==> src/rtl/aq_biu_apbarb_pkg.sv <==
// Shared definitions for the BIU APB-bridge arbiter: FSM encoding, field
// widths and response codes.
package aq_biu_apbarb_pkg;

  localparam int NM_MAX = 4;
  localparam int IDW    = 4;
  localparam int PROTW  = 2;
  localparam int DATAW  = 128;

  localparam logic [1:0] RESP_OKAY = 2'b00;

  // Two state bits for the address/data phases plus one for response phases.
  typedef enum logic [2:0] {
    ST_IDLE = 3'd0,
    ST_AR   = 3'd1,
    ST_AW   = 3'd2,
    ST_WD   = 3'd3,
    ST_RD   = 3'd4,
    ST_WB   = 3'd5,
    ST_BR   = 3'd6
  } arb_state_e;

endpackage

==> src/rtl/aq_biu_rr_arb.sv <==
// Round-robin pick: the first set request at or after ptr, wrapping modulo NM.
module aq_biu_rr_arb #(
  parameter int NM = 2,
  parameter int IW = $clog2(NM)
) (
  input  logic [NM-1:0] req,
  input  logic [IW-1:0] ptr,
  output logic          gnt_any,
  output logic [IW-1:0] gnt_idx,
  output logic [NM-1:0] gnt_oh
);

  int          cand_i;
  logic [IW-1:0] cand;

  // Scan from the farthest offset down so the nearest request wins last.
  always_comb begin
    // NOTE: every variable gets a default first so no path leaves it
    // unassigned; otherwise synthesis would infer a latch.
    gnt_any = 1'b0;
    gnt_idx = '0;
    gnt_oh  = '0;
    cand_i  = 0;
    cand    = '0;
    for (int k = NM - 1; k >= 0; k--) begin
      cand_i = int'(ptr) + k;
      if (cand_i >= NM) cand_i = cand_i - NM;
      cand = IW'(cand_i);
      if (req[cand]) begin
        gnt_any = 1'b1;
        gnt_idx = cand;
      end
    end
    gnt_oh[gnt_idx] = gnt_any;
  end

endmodule

==> src/rtl/aq_biu_apbarb.sv <==
// Shares the single BIU APB bridge among NM AXI-lite style requesters.
// One owner at a time, held until its transaction fully completes; the write
// response is generated here because the bridge does not return one.
module aq_biu_apbarb
  import aq_biu_apbarb_pkg::*;
#(
  parameter int NM    = 2,
  parameter int ADDRW = 40
) (
  input  logic                   forever_cpuclk,
  input  logic                   cpurst_b,
  input  logic [NM-1:0]          mst_arvalid,
  input  logic [NM-1:0]          mst_awvalid,
  input  logic [NM*ADDRW-1:0]    mst_araddr,
  input  logic [NM*ADDRW-1:0]    mst_awaddr,
  input  logic [NM*IDW-1:0]      mst_arid,
  input  logic [NM*IDW-1:0]      mst_awid,
  input  logic [NM*PROTW-1:0]    mst_arprot,
  input  logic [NM*PROTW-1:0]    mst_awprot,
  input  logic [NM-1:0]          mst_wvalid,
  input  logic [NM*DATAW-1:0]    mst_wdata,
  input  logic [NM-1:0]          mst_rready,
  input  logic [NM-1:0]          mst_bready,
  output logic [NM-1:0]          mst_arready,
  output logic [NM-1:0]          mst_awready,
  output logic [NM-1:0]          mst_wready,
  output logic [NM-1:0]          mst_rvalid,
  output logic [NM-1:0]          mst_bvalid,
  output logic [DATAW-1:0]       mst_rdata,
  output logic [IDW-1:0]         mst_rid,
  output logic [IDW-1:0]         mst_bid,
  output logic [1:0]             mst_rresp,
  output logic                   apbif_arvalid,
  output logic                   apbif_awvalid,
  output logic [ADDRW-1:0]       apbif_araddr,
  output logic [ADDRW-1:0]       apbif_awaddr,
  output logic [IDW-1:0]         apbif_arid,
  output logic [IDW-1:0]         apbif_awid,
  output logic [PROTW-1:0]       apbif_arprot,
  output logic [PROTW-1:0]       apbif_awprot,
  output logic                   apbif_wvalid,
  output logic [DATAW-1:0]       apbif_wdata,
  output logic                   apbif_rready,
  input  logic                   apbif_arready,
  input  logic                   apbif_awready,
  input  logic                   apbif_wready,
  input  logic                   apbif_rvalid,
  input  logic [DATAW-1:0]       apbif_rdata,
  input  logic [IDW-1:0]         apbif_rid,
  input  logic [1:0]             apbif_rresp,
  input  logic                   apbif_idle,
  output logic                   apbarb_idle
);

  localparam int IW = $clog2(NM);

  if (NM < 2 || NM > NM_MAX) begin : g_bad_nm
    $error("aq_biu_apbarb: NM must be in 2..%0d", NM_MAX);
  end

  arb_state_e    state_q, state_d;
  logic [IW-1:0] owner_q, owner_d;
  logic [IW-1:0] rr_ptr_q, rr_ptr_d;
  logic [IDW-1:0] bid_q, bid_d;

  logic [NM-1:0] req;
  logic          gnt_any;
  logic [IW-1:0] gnt_idx;
  logic [NM-1:0] gnt_oh;

  // Per-requester views of the flattened request buses.
  logic [ADDRW-1:0] araddr_a [NM];
  logic [ADDRW-1:0] awaddr_a [NM];
  logic [IDW-1:0]   arid_a   [NM];
  logic [IDW-1:0]   awid_a   [NM];
  logic [PROTW-1:0] arprot_a [NM];
  logic [PROTW-1:0] awprot_a [NM];
  logic [DATAW-1:0] wdata_a  [NM];

  for (genvar i = 0; i < NM; i++) begin : g_slot
    assign araddr_a[i] = mst_araddr[i*ADDRW +: ADDRW];
    assign awaddr_a[i] = mst_awaddr[i*ADDRW +: ADDRW];
    assign arid_a[i]   = mst_arid[i*IDW +: IDW];
    assign awid_a[i]   = mst_awid[i*IDW +: IDW];
    assign arprot_a[i] = mst_arprot[i*PROTW +: PROTW];
    assign awprot_a[i] = mst_awprot[i*PROTW +: PROTW];
    assign wdata_a[i]  = mst_wdata[i*DATAW +: DATAW];
  end

  assign req = mst_arvalid | mst_awvalid;

  aq_biu_rr_arb #(
    .NM (NM),
    .IW (IW)
  ) u_rr_arb (
    .req     (req),
    .ptr     (rr_ptr_q),
    .gnt_any (gnt_any),
    .gnt_idx (gnt_idx),
    .gnt_oh  (gnt_oh)
  );

  // Only the index is needed here; the one-hot form is for integrators.
  logic unused_oh;
  assign unused_oh = ^gnt_oh;

  assign apbarb_idle = (state_q == ST_IDLE) && !(|req);

  // State, owner, round-robin pointer and latched write ID.
  always_ff @(posedge forever_cpuclk or negedge cpurst_b) begin
    if (!cpurst_b) begin
      state_q  <= ST_IDLE;
      owner_q  <= '0;
      rr_ptr_q <= '0;
      bid_q    <= '0;
    end else begin
      // NOTE: non-blocking assignments so every flop samples the values from
      // before this edge, independent of statement order.
      state_q  <= state_d;
      owner_q  <= owner_d;
      rr_ptr_q <= rr_ptr_d;
      bid_q    <= bid_d;
    end
  end

  // Next state and owner-steered handshakes; non-owners always see zeros.
  always_comb begin
    state_d       = state_q;
    owner_d       = owner_q;
    rr_ptr_d      = rr_ptr_q;
    bid_d         = bid_q;
    mst_arready   = '0;
    mst_awready   = '0;
    mst_wready    = '0;
    mst_rvalid    = '0;
    mst_bvalid    = '0;
    mst_rdata     = '0;
    mst_rid       = '0;
    mst_rresp     = RESP_OKAY;
    mst_bid       = bid_q;
    apbif_arvalid = 1'b0;
    apbif_awvalid = 1'b0;
    apbif_araddr  = '0;
    apbif_awaddr  = '0;
    apbif_arid    = '0;
    apbif_awid    = '0;
    apbif_arprot  = '0;
    apbif_awprot  = '0;
    apbif_wvalid  = 1'b0;
    apbif_wdata   = '0;
    apbif_rready  = 1'b0;

    case (state_q)
      ST_IDLE: begin
        if (gnt_any) begin
          owner_d  = gnt_idx;
          rr_ptr_d = (gnt_idx == IW'(NM - 1)) ? '0 : gnt_idx + 1'b1;
          state_d  = mst_arvalid[gnt_idx] ? ST_AR : ST_AW;
        end
      end
      ST_AR: begin
        // Following the owner's valid makes a dropped request stall here.
        apbif_arvalid        = mst_arvalid[owner_q];
        apbif_araddr         = araddr_a[owner_q];
        apbif_arid           = arid_a[owner_q];
        apbif_arprot         = arprot_a[owner_q];
        mst_arready[owner_q] = apbif_arready;
        if (apbif_arvalid && apbif_arready) state_d = ST_RD;
      end
      ST_AW: begin
        apbif_awvalid        = mst_awvalid[owner_q];
        apbif_awaddr         = awaddr_a[owner_q];
        apbif_awid           = awid_a[owner_q];
        apbif_awprot         = awprot_a[owner_q];
        mst_awready[owner_q] = apbif_awready;
        if (apbif_awvalid && apbif_awready) begin
          bid_d   = awid_a[owner_q];
          state_d = ST_WD;
        end
      end
      ST_WD: begin
        apbif_wvalid        = mst_wvalid[owner_q];
        apbif_wdata         = wdata_a[owner_q];
        mst_wready[owner_q] = apbif_wready;
        if (apbif_wvalid && apbif_wready) state_d = ST_WB;
      end
      ST_RD: begin
        mst_rvalid[owner_q] = apbif_rvalid;
        apbif_rready        = mst_rready[owner_q];
        mst_rdata           = apbif_rdata;
        mst_rid             = apbif_rid;
        mst_rresp           = apbif_rresp;
        if (apbif_rvalid && apbif_rready) state_d = ST_IDLE;
      end
      ST_WB: begin
        if (apbif_idle) state_d = ST_BR;
      end
      ST_BR: begin
        mst_bvalid[owner_q] = 1'b1;
        if (mst_bready[owner_q]) state_d = ST_IDLE;
      end
      default: state_d = ST_IDLE;
    endcase
  end

  // A granted requester must hold its address valid until it is accepted.
  ar_hold_a: assert property (@(posedge forever_cpuclk) disable iff (!cpurst_b)
    (state_q == ST_AR) |-> mst_arvalid[owner_q]);
  aw_hold_a: assert property (@(posedge forever_cpuclk) disable iff (!cpurst_b)
    (state_q == ST_AW) |-> mst_awvalid[owner_q]);

endmodule
==> config.mk <==
export PLATFORM = sky130hd
export DESIGN_NAME = aq_biu_apbarb
export DESIGN_NICKNAME = d
export VERILOG_FILES = /design/src/rtl/aq_biu_apbarb_pkg.sv /design/src/rtl/aq_biu_rr_arb.sv /design/src/rtl/aq_biu_apbarb.sv
export SDC_FILE = /design/constraint.sdc
export NUM_CORES = 1
export LEC_CHECK = 0
export BUFFER_PORTS_ARGS = -buffer_cell sky130_fd_sc_hd__buf_2
export CORE_AREA = 2 2 377 379
export CTS_CLUSTER_DIAMETER = 50
export DETAILED_ROUTE_END_ITERATION = 6
export DIE_AREA = 0 0 379 381
export PLACE_DENSITY_LB_ADDON = 0.25
export SLEW_MARGIN = 5
export SYNTH_ARGS = -nofsm -noshare
export SYNTH_HDL_FRONTEND = slang
export SYNTH_HIERARCHICAL = 1
export SYNTH_SLANG_ARGS = --single-unit
export TNS_END_PERCENT = 20
==> constraint.sdc <==
create_clock -name forever_cpuclk -period 2.2 [get_ports forever_cpuclk]
set_input_delay 0.55 -clock forever_cpuclk [delete_from_list [all_inputs] [get_ports forever_cpuclk]]
set_output_delay 0.55 -clock forever_cpuclk [all_outputs]
set_load 0.01 [all_outputs]
# Yosys cells after proc, flatten, opt, wreduce, memory -nomap -nowiden
# Cells that the tools add are included.
dict set report op_classes {
  n_addsub 4
  magnitude_cmp 8
  eq_ne 13
  mux 74
  n_bitwise 6
  n_reduce_logical 12
}
# op n
set ops {}
lappend ops {{$mux W128} 5}
lappend ops {{$mux W40} 8}
lappend ops {{$mux W4} 9}
lappend ops {{$mux W2} 15}
lappend ops {{$mux W1} 28}
lappend ops {{$mux W3} 7}
lappend ops {{$pmux W3 S7} 1}
lappend ops {{$ne A2 B2 Y1 const B} 7}
lappend ops {{$eq A3 B3 Y1 const B} 3}
lappend ops {{$and A2 B2 Y2} 4}
lappend ops {{$lt A1 B2 Y1 const B} 4}
lappend ops {{$reduce_and A7 Y1} 1}
lappend ops {{$eq A3 B2 Y1 const B} 2}
lappend ops {{$logic_and A1 B1 Y1} 6}
lappend ops {{$ge A2 B2 Y1 const B} 2}
lappend ops {{$reduce_and A2 Y1} 2}
lappend ops {{$eq A3 B1 Y1 const B} 1}
lappend ops {{$logic_not A3 Y1} 1}
lappend ops {{$add A1 B1 Y2 const B} 1}
lappend ops {{$ge A1 B2 Y1 const B} 1}
lappend ops {{$not A1 Y2} 1}
lappend ops {{$or A2 B2 Y2} 1}
lappend ops {{$reduce_or A2 Y1} 1}
lappend ops {{$sub A1 B1 Y1 const B} 2}
lappend ops {{other kinds (4)} 4}
dict set report totals {
  regBits 9
  in_bits 591
  out_inout_bits 373
  word_cells 121
}

# Longest topological paths before layout
# Gate-level depths: netlist of the first run.
dict set report depth {
  word_depth 12
  mapped_depth 7
  mapped_depth_nobuf 7
}

# Modules after synthesis
# Netlist of the first run, hierarchy kept.
# module n_inst cells_each area_per_inst_um2 seq_area_each_um2
set by_module_without_submodules {}
lappend by_module_without_submodules {aq_biu_apbarb 1 722 4835.9 225.2}
lappend by_module_without_submodules {aq_biu_rr_arb 1 5 32.5 0.0}

# Worst setup path before layout of the first run
# Ideal clock, no wire load.
dict set report synth_timing {
  path_kind {input to register}
  start {input mst_arvalid[1]}
  end {register state_q[0]}
  setup_time_ns 0.128
  arrival_time_ns 1.925
  required_ns 2.072
  path_slack_ns 0.148
  cell_stages 6
  n_path_buf 0
  cell_sequence {or2_2 -> or2_1 -> or3_1 -> a21oi_1 -> nor3_2 -> mux2_1}
}
dict set report synth_between {
  word_cells_on_any_way 20
  cone_classes {2 x eq/ne; 15 x mux; 1 x bitwise; 2 x reduce/logical}
}
# item line_no
set synth_rtl {}
lappend synth_rtl {{start, declared} aq_biu_apbarb.sv:12} ;# input logic [NM-1:0] mst_arvalid,
lappend synth_rtl {{$or A2 B2 Y2 *} aq_biu_apbarb.sv:90} ;# assign req = mst_arvalid | mst_awvalid;
lappend synth_rtl {{$mux W1 (not written as such) (2 in a row)} aq_biu_rr_arb.sv:29} ;# if (req[cand]) begin
lappend synth_rtl {{$mux W1} aq_biu_rr_arb.sv:29}
lappend synth_rtl {{$mux W1 *} aq_biu_rr_arb.sv:29}
lappend synth_rtl {{named net gnt_any} aq_biu_apbarb.sv:67} ;# logic gnt_any;
lappend synth_rtl {{$ne A2 B2 Y1 (no line) *} -}
lappend synth_rtl {{$reduce_and A7 Y1 (no line) *} -}
lappend synth_rtl {{end signal, assigned} aq_biu_apbarb.sv:119} ;# state_q <= state_d;
lappend synth_rtl {{end, declared} aq_biu_apbarb.sv:61} ;# arb_state_e state_q, state_d;
# Mark *: on every way through the listed nets, which the timed path passes. The rest lies on a longest branch. The select of a mux whose other input is x is not followed.
# A chain may end at the register's enable or synchronous reset.

# Final worst setup path of the first run
dict set report layout_timing {
  start {register state_q[0]}
  end {output apbif_awaddr[23]}
}
dict set report layout_between {
  elab_chain_cells 2
}
# item line_no
set layout_lines {}
lappend layout_lines {{$eq A3 B2 Y1} aq_biu_apbarb.sv:153} ;# case (state_q)
lappend layout_lines {{$mux W40} aq_biu_apbarb.sv:153}
lappend layout_lines {{end, declared} aq_biu_apbarb.sv:36} ;# output logic [ADDRW-1:0] apbif_awaddr,
# Every way passes these cells.

==> results of run 1 <==
## worst max-delay path by stage
| stage | slack, ns | cells past startpoint | startpoint | end |
|---|---|---|---|---|
| floorplan | 0.17 | 6 | mst_arvalid[1] | state_q[0]$_DFFE_PN0P_ |
| global placement | -0.16 | 7 | mst_awvalid[0] | state_q[1]$_DFFE_PN0P_ |
| detailed placement | -0.11 | 7 | mst_awvalid[0] | state_q[0]$_DFFE_PN0P_ |
| CTS | -0.20 | 6 | owner_q$_DFFE_PN0P_ | apbif_wdata[58] |
| global route | -0.26 | 7 | owner_q$_DFFE_PN0P_ | apbif_awaddr[5] |
| finish | -0.22 | 5 | state_q[0]$_DFFE_PN0P_ | apbif_awaddr[23] |
## per-layer routing
layer,vias up,global-route usage (%),wire [microns]
met2,609,21.6,46000
met1,4448,11.7,30500
li1,4506,-,-
met5,-,0,932
met4,148,1.77,2390
met3,256,8.78,14600
## repair_timing
item,4_1_cts,5_1_grt
buffers inserted,20,3
pin swaps,50,45
gates cloned,9,9
gates resized for setup,318,254
hold endpoints to repair,0,0
setup endpoints to repair,358,365
## worst register-to-register path, cell delays in order (launching register included)
cell and delay [ns]:
dfrtp_4 0.51, buf_12 0.16, buf_6 0.13, mux2i_4 0.19, buf_6 0.15, o311ai_4 0.23
a21oi_2 0.09, nor3_2 0.17, buf_4 0.15, mux2_4 0.29
## area by class of cell
type / count / area share (%)
sequential: 9 / 1.50
multi-input combinational: 644 / 33.2
tap: 1890 / 15.2
antenna: 30 / 0.483
timing repair buffer: 1094 / 49.0
inverter: 3 / 0.0724
clock buffer: 4 / 0.507
## registers in the layout, summed over array words and instances (netlist names)
| register | flops |
|---|---|
| owner_q | 1 |
| state_q | 3 |
| mst_bid | 4 |
| rr_ptr_q | 1 |
## where the power goes
part | total (mW) | internal (mW) | switching, mW | leakage (nW)
logic | 13.7 | 6.93 | 6.81 | 7.59
registers | 0.346 | 0.264 | 0.0821 | 0.102
clock network | 0.373 | 0.246 | 0.127 | 0.0383
total | 14.5 | 7.44 | 7.02 | 7.73
## metrics by stage
stage               power [mW]  instances  utilization, %
finish                    14.5       3674            11.1
global route              15.4       3654            11.0
CTS                       13.4       3634            10.2
detailed placement        10.6       3601            9.03
global placement          10.6       3601            9.03
floorplan                 5.13        725               -
==> impl_summary.log, run 1 <==
INFO  metric timing.reg2reg.setup_slack = 0.01 ns
INFO  metric fin_skew = 0.00169 ns
INFO  metric violated_checks = setup timing
INFO  metric run_status = complete, but fails checks
INFO  metric kind_of_capture_point_of_the_worst_setup_path = output port
INFO  metric cts_max_level = 1
INFO  metric total_leakage_power = 7.73 nW
INFO  metric grt_antenna_before_repair = 155
INFO  metric std_cell_rows = 138
INFO  metric rsz0062_at_grt = true
INFO  metric num-fill-cells = 16,500
INFO  metric drive_gt1_share = 74.6%
INFO  metric crit_slowest_cell = dfrtp_2
INFO  metric drt_pass1_iterations = 4
INFO  metric post-route-drc-count = 0
INFO  metric holdBufCountCts = 0
INFO  metric finish.net_count = 2,346
INFO  metric cp-start-kind = flip-flop
INFO  metric cts_buffers = 3
INFO  metric grt_pass1_vias = 9,870
INFO  metric most_common_library_cell_in_the_layout_ignoring_fill_and_taps = buf_2
INFO  metric setup-violations-final = 295
INFO  metric worst_skew_pair.late_latency = 0.26 ns
INFO  metric placedInstanceArea = 0.0127 sq mm
INFO  metric count_of_endpoints_failing_hold_in_the_final_timing_report = 0
INFO  metric worst-endpoint-arrival = 1.87 ns
INFO  metric io_pins = 964
INFO  metric gp_congestion = 0.798
INFO  metric crit-reg2reg-capture = state_q[0]$_DFFE_PN0P_
INFO  metric routed_wire_length_per_instance = 25.7 microns
INFO  metric overflow = 0
INFO  metric cts_sinks = 9
INFO  metric synth_fp_nets = 1,316
INFO  metric final_critical_path_setup_slack = -0.224 ns
INFO  metric cp_num_buf_inv = 3
INFO  metric dp.final_hpwl = 85,900 microns
INFO  metric clk_pin_slew_worst_setup_hold_paths = 0.05 ns
INFO  metric synth_warnings = 6
INFO  metric final_max_tran_viols = 0
INFO  metric worstRegToRegCells = 9
INFO  metric maximum_number_of_pins_on_one_net_before_global_route_repair = 47
INFO  metric die_width = 379 microns
INFO  metric max-clock-path-buffers = 2
INFO  metric timing.setup.tns = -22.88 ns
INFO  metric slew_headroom = 70.3%
INFO  metric period_utilization_post_route = 110%
INFO  metric global_route_wire_length_before_repair = 112,000 microns
INFO  metric max_fanout_on_critical_path = 47
INFO  metric num_vias = 9,967
INFO  metric hold-worst-slack = 0.214 ns
INFO  metric multi_input_comb_area = 0.00517 sq mm
INFO  metric stdcell_area = 0.0155 sq mm
INFO  metric floorplan_die_area = 0.144 sq mm
INFO  metric dp_slack = -0.106 ns
INFO  metric commonest_cells_after_routing_fill_and_taps_aside = buf_2, mux2i_1, nor2_1, buf_6, and2_4
INFO  metric areaGrowthSynthToFinish = 220%
INFO  metric dieHeight = 381 microns
INFO  metric drt_first_iter_violations = 250
INFO  metric globalRouteTotalUtil = 12.3%
INFO  metric worstReg2RegStart = owner_q$_DFFE_PN0P_
INFO  metric synthesis.area_per_instance = 6.69 sq um
INFO  metric cts_tree = done
INFO  metric critical_path_required = 1.65 ns
INFO  metric drv_cap = 0
INFO  metric p_per_area = 930 mW/mm^2
INFO  metric f_max = 413 MHz
INFO  metric floorplan.initialDensity = 3.45%
INFO  metric post_synth_instance_area = 0.00485 sq mm
INFO  metric core_region_area = 0.141 sq mm
INFO  metric critPathKind = flip-flop to output port
INFO  metric place.port_buffers = 963
INFO  metric cp_cell_sequence = buf_6 > or3b_4 > buf_12 > nor2_1 > buf_2
INFO  metric clk_root_buffer_cell = clkbuf_16
INFO  metric postRouteWirelength = 94,500 microns
INFO  metric worst_ir_drop_vdd = 305 uV
INFO  metric post_synth_inst_count = 725
INFO  metric final_antenna_net_count = 0
INFO  metric sequential_cell_area = 233 sq um
INFO  metric tightest_slew = 0.445 ns
INFO  metric hp-class = primary input to async pin
INFO  metric final_period_minus_worst_setup_slack = 2.42 ns
INFO  metric crit_family = simple AND/OR/NAND/NOR gates
INFO  metric critical_path.max_stage_delay = 0.42 ns
INFO  metric avgViaCountPerCell = 2.71
Power figures use the tool's default switching activity.
==> run 2: changes to the inputs <==
--- a/config.mk
+++ b/config.mk
@@ -16,4 +16,3 @@
 export SYNTH_HDL_FRONTEND = slang
 export SYNTH_HIERARCHICAL = 1
 export SYNTH_SLANG_ARGS = --single-unit
-export TNS_END_PERCENT = 20
==> impl_summary.log, run 2 (same netlist as run 1, synthesis figures left out) <==
INFO  metric run_status = complete, but fails checks
INFO  metric violated_checks = setup timing
INFO  metric total_leakage_power = 8.12 nW
INFO  metric cts_tree = done
INFO  metric areaGrowthSynthToFinish = 243%
INFO  metric slew_headroom = 72.0%
INFO  metric grt_pass1_vias = 9,906
INFO  metric cts_max_level = 1
INFO  metric overflow = 0
INFO  metric pwr-share-comb = 95.6%
INFO  metric seq_power_share = 2.1%
INFO  metric final_period_minus_worst_setup_slack = 2.39 ns
INFO  metric f_max = 419 MHz
INFO  metric fin_skew = 0.00267 ns
INFO  metric setup-violations-final = 275
INFO  metric drt_pass1_iterations = 4
INFO  metric drt_first_iter_violations = 345
INFO  metric postRouteWirelength = 97,500 microns
INFO  metric tightest_slew = 0.420 ns
INFO  metric cp-start-kind = flip-flop
INFO  metric global_route_wire_length_before_repair = 112,000 microns
INFO  metric p_int = 8.65 mW
INFO  metric power.clock.fraction = 2.3%
INFO  metric routed_wire_length_per_instance = 26.3 microns
INFO  metric clk_root_buffer_cell = clkbuf_16
INFO  metric worst_skew_pair.late_latency = 0.26 ns
INFO  metric critical_path_required = 1.65 ns
INFO  metric rsz0062_at_grt = true
INFO  metric drv_cap = 0
INFO  metric post-route-drc-count = 0
INFO  metric p_per_area = 978 mW/mm^2
INFO  metric num_vias = 10,200
INFO  metric final_core_utilization = 11.9%
INFO  metric die_width = 379 microns
INFO  metric dp_slack = -0.106 ns
INFO  metric floorplan.initialDensity = 3.45%
INFO  metric io_pins = 964
INFO  metric maximum_number_of_pins_on_one_net_before_global_route_repair = 47
INFO  metric gp_congestion = 0.798
INFO  metric core_region_area = 0.141 sq mm
INFO  metric final_antenna_net_count = 0
INFO  metric grt_antenna_before_repair = 155
INFO  metric max-clock-path-buffers = 2
INFO  metric dieHeight = 381 microns
INFO  metric final_critical_path_setup_slack = -0.188 ns
INFO  metric hold-worst-slack = 0.203 ns
INFO  metric clk_pin_slew_worst_setup_hold_paths = 0.05 ns
INFO  metric num-fill-cells = 16,400
INFO  metric drive_gt1_share = 78.6%
INFO  metric std_cell_rows = 138
INFO  metric place.port_buffers = 963
INFO  metric avgViaCountPerCell = 2.76
INFO  metric most_common_library_cell_in_the_layout_ignoring_fill_and_taps = buf_2
INFO  metric count_of_endpoints_failing_hold_in_the_final_timing_report = 0
INFO  metric worst_ir_drop_vdd = 341 uV
INFO  metric cts_sinks = 9
INFO  metric final_max_tran_viols = 0
INFO  metric cts_buffers = 3
INFO  metric net-switching-power = 7.65 mW
INFO  metric period_utilization_post_route = 109%
INFO  metric worst-endpoint-arrival = 1.84 ns
INFO  metric power.switching_fraction = 46.9%
INFO  metric finish.net_count = 2,383
INFO  metric globalRouteTotalUtil = 12.3%
INFO  metric floorplan_die_area = 0.144 sq mm
INFO  metric max_fanout_on_critical_path = 47
INFO  metric largest_reg_flops = 4
INFO  metric holdBufCountCts = 0
INFO  metric hp-class = primary input to async pin
INFO  metric kind_of_capture_point_of_the_worst_setup_path = output port
INFO  metric commonest_cells_after_routing_fill_and_taps_aside = buf_2, buf_6, mux2i_1, nor2_1, and2_4
INFO  metric critPathKind = flip-flop to output port
INFO  metric dp.final_hpwl = 85,900 microns
==> run 2: changes by cell type in the layout (fill, tap and decap cells not counted), moves of 16 or more <==
cell / delta
buf_6: +33
buf_2: -29
and2_1: -28
and2_4: +28
nor2_1: -19
buf_4: +17
mux2i_1: -16
==> run 2: per-layer routing <==
metal	wire length, microns	up-vias	track usage (%)
li1	-	4582	-
met1	31600	4627	11.7
met2	47300	619	21.5
met3	14900	264	8.88
met4	2730	150	1.90
met5	941	-	0
==> run 2: stage by stage <==
step           setup TNS [ns]  power, mW  cell area [sq um]  instances
3_3_place_gp           -0.612       10.6              12700       3601
5_1_grt                -49.17       17.3              16600       3691
4_1_cts                -30.15       13.4              14300       3636
6_report               -24.24       16.3              16700       3707
3_5_place_dp           -0.580       10.6              12700       3601
2_1_floorplan               0       5.13               4850        725
==> run 2: power groups by stage <==
stage          Combinational [mW]  Sequential [mW]  Clock [mW]
4_1_cts                      12.6            0.343       0.402
3_5_place_dp                 10.2            0.397           0
5_1_grt                      16.5            0.362       0.414
6_report                     15.6            0.348       0.372
2_1_floorplan                4.81            0.322           0
3_3_place_gp                 10.2            0.389           0
==> run 2: repair_timing <==
action,in CTS,in global routing
endpoints found under the setup margin,358,366
resized for setup,276,479
gates cloned,10,24
pin swaps,36,92
buffers inserted,21,28
==> run 2: final timing paths <==
check | from | endpoint | slack, ns | cells after the start
setup / recovery | state_q[0]$_DFFE_PN0P_ | apbif_awaddr[35] | -0.19 | 5
hold / removal | cpurst_b | mst_bid[3]$_DFFE_PN0P_ | 0.20 | 1
setup reg to reg | owner_q$_DFFE_PN0P_ | state_q[0]$_DFFE_PN0P_ | -0.02 | 9
hold reg to reg | rr_ptr_q$_DFFE_PN0P_ | rr_ptr_q$_DFFE_PN0P_ | 0.50 | 2
max in group asynchronous | cpurst_b | owner_q$_DFFE_PN0P_ | 1.67 | 1
min in group forever_cpuclk | rr_ptr_q$_DFFE_PN0P_ | rr_ptr_q$_DFFE_PN0P_ | 0.50 | 2
==> run 2: area by class of cell <==
cell class	count	area, sq um	area share (%)
Timing Repair Buffer	1131	8420	50.5
Multi-Input combinational cell	644	5500	33.0
Tap cell	1890	2360	14.2
Sequential cell	9	233	1.40
Clock buffer	4	78.8	0.473
Antenna cell	26	65.1	0.390
Inverter	3	11.3	0.0676
==> run 2: critical path, cell delays in order, from the launching register on <==
cell and delay [ns]:
dfrtp_2 0.42, buf_6 0.13, or3b_4 0.41, buf_12 0.19, nor2_1 0.17, buf_2 0.14
